### config.mk
export PLATFORM = sky130hd
export DESIGN_NAME = shared_register_arbiter
export DESIGN_NICKNAME = d
export VERILOG_FILES = /design/src/rtl/shared_register_arbiter_pkg.sv /design/src/rtl/shared_register_arbiter_rr_priority_picker.sv /design/src/rtl/shared_register_arbiter.sv
export SDC_FILE = /design/constraint.sdc
export NUM_CORES = 1
export LEC_CHECK = 0
export ABC_AREA = 1
export CAP_MARGIN = 20
export CORE_MARGIN = 3
export CORE_UTILIZATION = 33
export DETAILED_ROUTE_END_ITERATION = 10
export DONT_BUFFER_PORTS = 1
export PLACE_DENSITY = 0.5
export SETUP_SLACK_MARGIN = 0.3
export SYNTH_ARGS = -nofsm -noshare
export SYNTH_HDL_FRONTEND = slang
export SYNTH_SLANG_ARGS = --single-unit
### constraint.sdc
create_clock -name Clk_In -period 4.9 [get_ports Clk_In]
set_clock_uncertainty 0.15 [all_clocks]
set_input_delay 0.98 -clock Clk_In [delete_from_list [all_inputs] [get_ports Clk_In]]
set_output_delay 0.98 -clock Clk_In [all_outputs]
set_load 0.02 [all_outputs]
### src/rtl/shared_register_arbiter_pkg.sv
// Common types and helpers for the shared register arbiter.
// Latency: none; declarations only.
// Backpressure: not applicable.
package shared_register_arbiter_pkg;

    // Arbiter FSM: waiting for a requester, or an owner holds the register
    typedef enum logic {
        IDLE    = 1'b0,
        GRANTED = 1'b1
    } arb_state_t;

    // Index width that stays at least one bit for degenerate sizes
    function automatic int idx_width(input int n);
        return (n > 1) ? $clog2(n) : 1;
    endfunction

endpackage

### src/rtl/shared_register_arbiter_rr_priority_picker.sv
// Round-robin picker: first asserted request at or after the pointer, wrapping upward.
// Latency: purely combinational.
// Backpressure: none; the caller decides when to act on the winner.
module rr_priority_picker
    import shared_register_arbiter_pkg::*;
#(
    parameter int NUM_REQ = 4,
    parameter int IDX_W   = idx_width(NUM_REQ)
) (
    input  logic [NUM_REQ-1:0] req,
    input  logic [IDX_W-1:0]   ptr,
    output logic [IDX_W-1:0]   winner,
    output logic               any_req
);

    int               cand;
    logic [IDX_W-1:0] cand_idx;

    // Walk offsets from farthest to nearest so the closest request to ptr wins last
    always_comb begin
        winner   = '0;
        any_req  = 1'b0;
        cand     = 0;
        cand_idx = '0;
        for (int i = NUM_REQ - 1; i >= 0; i--) begin
            cand = int'(ptr) + i;
            if (cand >= NUM_REQ) begin
                cand = cand - NUM_REQ;
            end
            cand_idx = cand[IDX_W-1:0];
            if (req[cand_idx]) begin
                winner  = cand_idx;
                any_req = 1'b1;
            end
        end
    end

endmodule

### src/rtl/shared_register_arbiter.sv
// Shares one register among NUM_REQ requesters with round-robin grant and capped locking.
// Latency: request edge k -> grant at k+1 -> access and one-cycle ack at k+2 (falling edges).
// Backpressure: requesters hold Req until Ack; a dropped Req abandons the grant without access.
module shared_register_arbiter
    import shared_register_arbiter_pkg::*;
#(
    parameter  int NUM_REQ    = 4,
    parameter  int DATA_WIDTH = 8,
    parameter  int MAX_HOLD   = 4,
    localparam int IDX_W      = idx_width(NUM_REQ)
) (
    input  logic                          Clk_In,
    input  logic                          Reset_In,
    input  logic [NUM_REQ-1:0]            Req_In,
    input  logic [NUM_REQ-1:0]            Wr_En_In,
    input  logic [NUM_REQ-1:0]            Lock_In,
    input  logic [NUM_REQ*DATA_WIDTH-1:0] Wr_Data_In,
    output logic [NUM_REQ-1:0]            Grant_Out,
    output logic [NUM_REQ-1:0]            Ack_Out,
    output logic [DATA_WIDTH-1:0]         Rd_Data_Out,
    output logic                          Busy_Out,
    output logic [IDX_W-1:0]              Owner_Out
);

    localparam int BEAT_W = idx_width(MAX_HOLD + 1);

    arb_state_t              state_q, state_d;
    logic [IDX_W-1:0]        owner_q, owner_d;
    logic [IDX_W-1:0]        ptr_q, ptr_d;
    logic [BEAT_W-1:0]       beat_q, beat_d;
    logic [BEAT_W-1:0]       beat_inc;
    logic [DATA_WIDTH-1:0]   data_q, data_d;
    logic [NUM_REQ-1:0]      ack_q, ack_d;
    logic [IDX_W-1:0]        owner_next_ptr;
    logic [DATA_WIDTH-1:0]   wr_slice;
    logic [IDX_W-1:0]        pick_winner;
    logic                    pick_any;

    rr_priority_picker #(
        .NUM_REQ (NUM_REQ),
        .IDX_W   (IDX_W)
    ) u_picker (
        .req     (Req_In),
        .ptr     (ptr_q),
        .winner  (pick_winner),
        .any_req (pick_any)
    );

    // Owner's write data slice and the pointer position just past the owner
    always_comb begin
        wr_slice = '0;
        for (int i = 0; i < NUM_REQ; i++) begin
            if (owner_q == IDX_W'(i)) begin
                wr_slice = Wr_Data_In[i*DATA_WIDTH +: DATA_WIDTH];
            end
        end
        owner_next_ptr = (owner_q == IDX_W'(NUM_REQ - 1)) ? '0 : owner_q + IDX_W'(1);
        beat_inc       = beat_q + BEAT_W'(1);
    end

    // Next-state: arbitrate in IDLE, perform or abandon the owner's access in GRANTED
    always_comb begin
        state_d = state_q;
        owner_d = owner_q;
        ptr_d   = ptr_q;
        beat_d  = beat_q;
        data_d  = data_q;
        ack_d   = '0;
        case (state_q)
            IDLE: begin
                if (pick_any) begin
                    state_d = GRANTED;
                    owner_d = pick_winner;
                    beat_d  = '0;
                end
            end
            GRANTED: begin
                if (Req_In[owner_q]) begin
                    if (Wr_En_In[owner_q]) begin
                        data_d = wr_slice;
                    end
                    ack_d[owner_q] = 1'b1;
                    beat_d         = beat_inc;
                    // Lock extends the grant only until the hold cap is reached
                    if (!(Lock_In[owner_q] && (beat_inc < BEAT_W'(MAX_HOLD)))) begin
                        state_d = IDLE;
                        ptr_d   = owner_next_ptr;
                    end
                end else begin
                    state_d = IDLE;
                    ptr_d   = owner_next_ptr;
                end
            end
            default: begin
                state_d = IDLE;
            end
        endcase
    end

    // State register; updates on the falling clock edge, reset wins immediately
    always_ff @(negedge Clk_In or posedge Reset_In) begin
        if (Reset_In) begin
            state_q <= IDLE;
            owner_q <= '0;
            ptr_q   <= '0;
            beat_q  <= '0;
            data_q  <= '0;
            ack_q   <= '0;
        end else begin
            state_q <= state_d;
            owner_q <= owner_d;
            ptr_q   <= ptr_d;
            beat_q  <= beat_d;
            data_q  <= data_d;
            ack_q   <= ack_d;
        end
    end

    // Outputs decoded from registered state; grant is one-hot of owner while busy
    always_comb begin
        Grant_Out = '0;
        if (state_q == GRANTED) begin
            Grant_Out[owner_q] = 1'b1;
        end
        Busy_Out    = (state_q == GRANTED);
        Ack_Out     = ack_q;
        Rd_Data_Out = data_q;
        Owner_Out   = owner_q;
    end

endmodule

==> results.yml, run 1 <==
synthesis:
  yosysUniqueCellTypes: 25
  synth.top_cell.area_share: 0.346
  mappedNetlistNets: 261
  synth-edff-count: 0
  ys_warn_count: 0
  synth_top_family_by_area: "simple AND/OR/NAND/NOR gates"
  synthMuxAreaShare: 0
  seq_area_frac_synth: 0.346
  synth_area_um2: 1450
  ys_async_sr_fraction: 1.00
  ys_top_cells_by_count: "nand2_1 (66), o21ai_0 (21), dfrtn_1 (20)"
  synthSimpleGateAreaFrac: 0.354
  synth-seq-cells: 20
  yosysMostFrequentCell: "nand2_1"
  syn_avg_cell_area_um2: 6.88
  synth_top_area_cell: "dfrtn_1"
  synth_compound_area_frac: 0.161
  synth-main-ff-cell: "dfrtn_1"
  synth_area_leaders: "dfrtn_1 (35%), nand2_1 (17%), o21ai_0 (7.3%)"
  yosys.area_share.xor_xnor: 0.00606
  syn-instance-count: 210
  yosys.area_share.adder: 0.0433
cts:
  hold_buffers: 0
  clock_path_buffers: 2
  cts_tree: "done"
  root_buffer: "clkbuf_8"
  clock-sinks: 20
  clk_latency_ps: 270
  numCtsBuffers: 3
  htreeDepth: 1
  clkTransAtPathRegs_ps: 60
floorplanning:
  die_w_um: 72.2
  rows: 23
  start_util: 0.351
  fp.dieH_um: 72.2
  fp.dieArea_um2: 5210
  io_pins: 65
  core_area_um2: 4120
timing:
  slew_headroom: 0.679
  setup_ws_ps: 50.9
  setup_viol: 0
  finalHoldViolCount: 0
  worst_pin_slew_ps: 482
  finalMaxSlewViolations: 0
  grt_setup_unrepaired: "true"
  hold-worst-slack_ps: 270
  tns_ps: 0
worst_setup_path:
  startpoint_type: "flip-flop"
  cp-end-kind: "primary output"
  critical_path_class: "reg2out"
  worstPathArrival_ps: 3720
  cp_max_fo: 4
  required_ps: 3770
worst_hold_path:
  min_path_type: "reg2reg"
route:
  routedWlPerCell_um: 14.2
  antenna_left: 0
  vias: 1306
  routed_via_density: 4.84
  drc_errors: 0
  first_pass_iters: 4
  drt_iter0_drc: 58
  drt_wl_total_um: 3840
cells_and_area:
  final_nets: 272
  fin_area_um2: 1690
  drive_above_1_share: 0.205
  nFillCells: 448
  synthToLayoutAreaGrowth_pct: 17.0
  diodes: 0
status:
  outcome: "finished clean"
grt:
  grt_usage: 0.149
  grt_pass1_wl_um: 6110
  grt_pass1_vias: 1259
  antenna_found_initial: 0
  grt_max_degree: 21
  grt-ovfl-total: 0
pwr:
  power.leakage_nw: 0.869
  total_power_mw: 1.30
  peakVddDrop_v: 0.000187
  power.density_nw_per_um2: 769
place:
  port_buffers: 0
  placed_area_um2: 1520
  dp_hpwl_um: 2950
  preCtsSetupSlack_ps: 266
  place.gp.congestion: 0.770
flow_run:
  maxCapViolations: 0
-- report_power, final --
part	switching (mW)	internal (mW)	leakage, nW	total [mW]
Sequential	0.122	0.239	0.258	0.361
Combinational	0.472	0.300	0.575	0.772
Clock	0.0584	0.109	0.0357	0.167
Total	0.653	0.647	0.869	1.30
-- worst max-delay path, stage by stage (launching register included) --
cell     delay [ps]
dfrtn_1         520
inv_2           100
ha_1            210
nand2_1          80
inv_2            80
-- state kept, by name, summed over array words and instances, names as in the netlist --
register and cells:
ptr_q 2, Owner_Out 2, Ack_Out 4, Busy_Out 1, Rd_Data_Out 8, beat_q 3
-- kinds of logic after synthesis --
| logic type | after synthesis |
|---|---|
| simple gates | 113 |
| flops | 20 |
| buf+inv | 27 |
| xor+xnor | 1 |
| fa+ha+maj | 5 |
| compound gates | 44 |
-- cell type report --
class / count / area [µm²] / share of cell area
Inverter: 20 / 87.6 / 0.0518
Clock inverter: 1 / 30.0 / 0.0178
Tap cell: 50 / 62.6 / 0.0370
Multi-Input combinational cell: 163 / 848 / 0.502
Clock buffer: 3 / 41.3 / 0.0244
Timing Repair Buffer: 13 / 120 / 0.0711
Sequential cell: 20 / 500 / 0.296
-- metrics by stage --
stage / util / cells
4_1_cts: 0.403 / 269
3_3_place_gp: 0.369 / 258
6_report: 0.411 / 270
5_1_grt: 0.411 / 270
2_1_floorplan: - / 210
3_5_place_dp: 0.369 / 258
-- path summary, 6_finish.rpt --
check / start / end / slack, ps / depth (start not counted)
worst max register to register: Owner_Out[1] / Rd_Data_Out[3] / 2820 / 9
max in group asynchronous: Reset_In / Rd_Data_Out[2] / 1530 / 2
worst max-delay path: Owner_Out[1] / Grant_Out[1] / 50 / 4
worst min register to register: beat_q[0] / beat_q[0] / 270 / 1
worst min-delay path: beat_q[0] / beat_q[0] / 270 / 1
min in group asynchronous: Reset_In / Ack_Out[3] / 2820 / 2
-- metal layers --
layer	vias to the layer above	track usage	routed length (µm)
met3	2	0.0623	431
met2	45	0.237	1680
met4	0	0.0376	19
li1	698	-	-
met5	-	0	0
met1	561	0.188	1700
-- layout by cell type (no fill, tap or decap) --
master,n
nand2_2,9
inv_6,2
nand2_1,64
nand2_4,4
a21oi_1,6
nor2_4,1
o21ai_1,12
nor2_1,13
and2_1,1
nand3_1,19
nand3b_1,1
nor2_2,1
inv_2,6
o211ai_1,3
ha_1,2
o21ai_2,1
xnor2_1,1
bufinv_16,1
o22ai_1,1
o21ai_0,21
ha_4,2
inv_4,1
clkbuf_8,3
buf_8,1
buf_6,4
buf_4,8
ha_2,1
dfrtn_1,20
inv_1,11
-- repair_timing --
item	4_1_cts	5_1_grt
buffers inserted	7	1
resized for setup	6	7
setup endpoints to repair	5	7
pin swaps	2	2
hold endpoints to repair	0	0
(Power assumes the default switching activity.)
==> run 2, diff against run 1 <==
CELL_PAD_IN_SITES_DETAIL_PLACEMENT = 0   (was default)
CELL_PAD_IN_SITES_GLOBAL_PLACEMENT = 2   (was default)
CORE_UTILIZATION = 34   (was 33)
PLACE_DENSITY = 0.85   (was 0.5)
==> results.yml, run 2 (synthesis gave the netlist of run 1 again) <==
place:
  port_buffers: 0
  dp_hpwl_um: 3180
  placed_area_um2: 1510
  place.gp.congestion: 0.872
cells_and_area:
  final_cell_mix: "nand2_1 (64), o21ai_0 (21), dfrtn_1 (20)"
  synthToLayoutAreaGrowth_pct: 14.2
  fin_util: 0.407
  largest_reg_flops: 8
  diodes: 0
  drive_above_1_share: 0.194
  fin_area_um2: 1650
  final_common_cell: "nand2_1"
  final_nets: 269
status:
  outcome: "finished clean"
floorplanning:
  die_w_um: 71.2
  start_util: 0.356
  core_area_um2: 4060
  rows: 23
  fp.dieArea_um2: 5070
  io_pins: 65
  fp.dieH_um: 71.2
route:
  drc_errors: 0
  drt_wl_total_um: 3970
  vias: 1382
  drt_iter0_drc: 59
  routedWlPerCell_um: 14.9
  routed_via_density: 5.18
  antenna_left: 0
  first_pass_iters: 4
pwr:
  power.leakage_nw: 0.846
  power.density_nw_per_um2: 762
  peakVddDrop_v: 0.000276
worst_setup_path:
  cp_max_fo: 7
  worstRegToRegCells: 10
  r2r_slack_ps: 2900
  rr_endpoint: "Rd_Data_Out[7]"
  cp-endpoint: "Grant_Out[2]"
  crit_start: "Owner_Out[0]"
  required_ps: 3770
  rr_startpoint: "Owner_Out[1]"
  cp-end-kind: "primary output"
  startpoint_type: "flip-flop"
  worstPathArrival_ps: 3680
  critical_path_class: "reg2out"
timing:
  finalHoldViolCount: 0
  worst_pin_slew_ps: 760
  tns_ps: 0
  finalMaxSlewViolations: 0
  grt_setup_unrepaired: "true"
  setup_viol: 0
  slew_headroom: 0.493
cts:
  clock_path_buffers: 2
  clock-sinks: 20
  clk_latency_ps: 270
  clkTransAtPathRegs_ps: 50
  htreeDepth: 1
  numCtsBuffers: 3
  root_buffer: "clkbuf_8"
  cts_tree: "done"
grt:
  grt_usage: 0.155
  grt_pass1_wl_um: 6220
  grt_max_degree: 21
  grt_pass1_vias: 1383
  antenna_found_initial: 0
  grt-ovfl-total: 0
flow_run:
  maxCapViolations: 0
worst_hold_path:
  min_path_type: "reg2reg"
-- run 2: where the power goes --
part / internal, mW / switching, mW / total [mW]
clock network: 0.0714 / 0.0518 / 0.123
registers: 0.239 / 0.122 / 0.361
logic: 0.286 / 0.488 / 0.773
-- run 2: final cells by class --
cell class              instances  area, µm²
flip-flops and latches         20        500
multi-input cells             163        858
inverters                      20       87.6
clock buffers                   4       55.1
repair buffers                 10       86.3
fillers                       400       2410
well taps                      50       62.6
-- run 2: worst max-delay path, cell delays in order (launching register included) --
cell and delay (ps):
dfrtn_1 460, buf_4 150, inv_6 50, ha_4 160, nand2_1 70, inv_2 80
-- run 2: metal layers --
layer	up-vias	global-route usage	wire, µm	share of wire
met3	6	0.0540	379	0.096
li1	692	-	-	-
met5	-	0	0	0
met2	55	0.258	1970	0.50
met1	629	0.176	1550	0.39
met4	0	0.0731	73	0.018
-- run 2: through the flow --
stage          std cells  worst slack (ps)  power, mW  hold slack, ps
3_3_place_gp         257               293       1.06             260
4_1_cts              267               102       1.26             272
5_1_grt              267              39.9       1.38             288
3_5_place_dp         257               254       1.08             273
6_report             267              93.3       1.26             270
2_1_floorplan        210               161      0.945             241
-- run 2: what timing repair did --
action                                  4_1_cts  5_1_grt
buffers inserted                              6        0
endpoints found under the setup margin        5        5
pin swaps                                     2        2
hold buffers                                  0        0
gates resized for setup                       8        3
-- run 2: how the worst min path moves through the flow --
stage,startpoint,end,cells past startpoint
floorplan,beat_q[0],beat_q[0],1
global placement,beat_q[0],beat_q[0],1
detailed placement,beat_q[0],beat_q[0],1
CTS,beat_q[0],beat_q[0],1
global route,beat_q[0],beat_q[0],1
finish,beat_q[0],beat_q[0],1
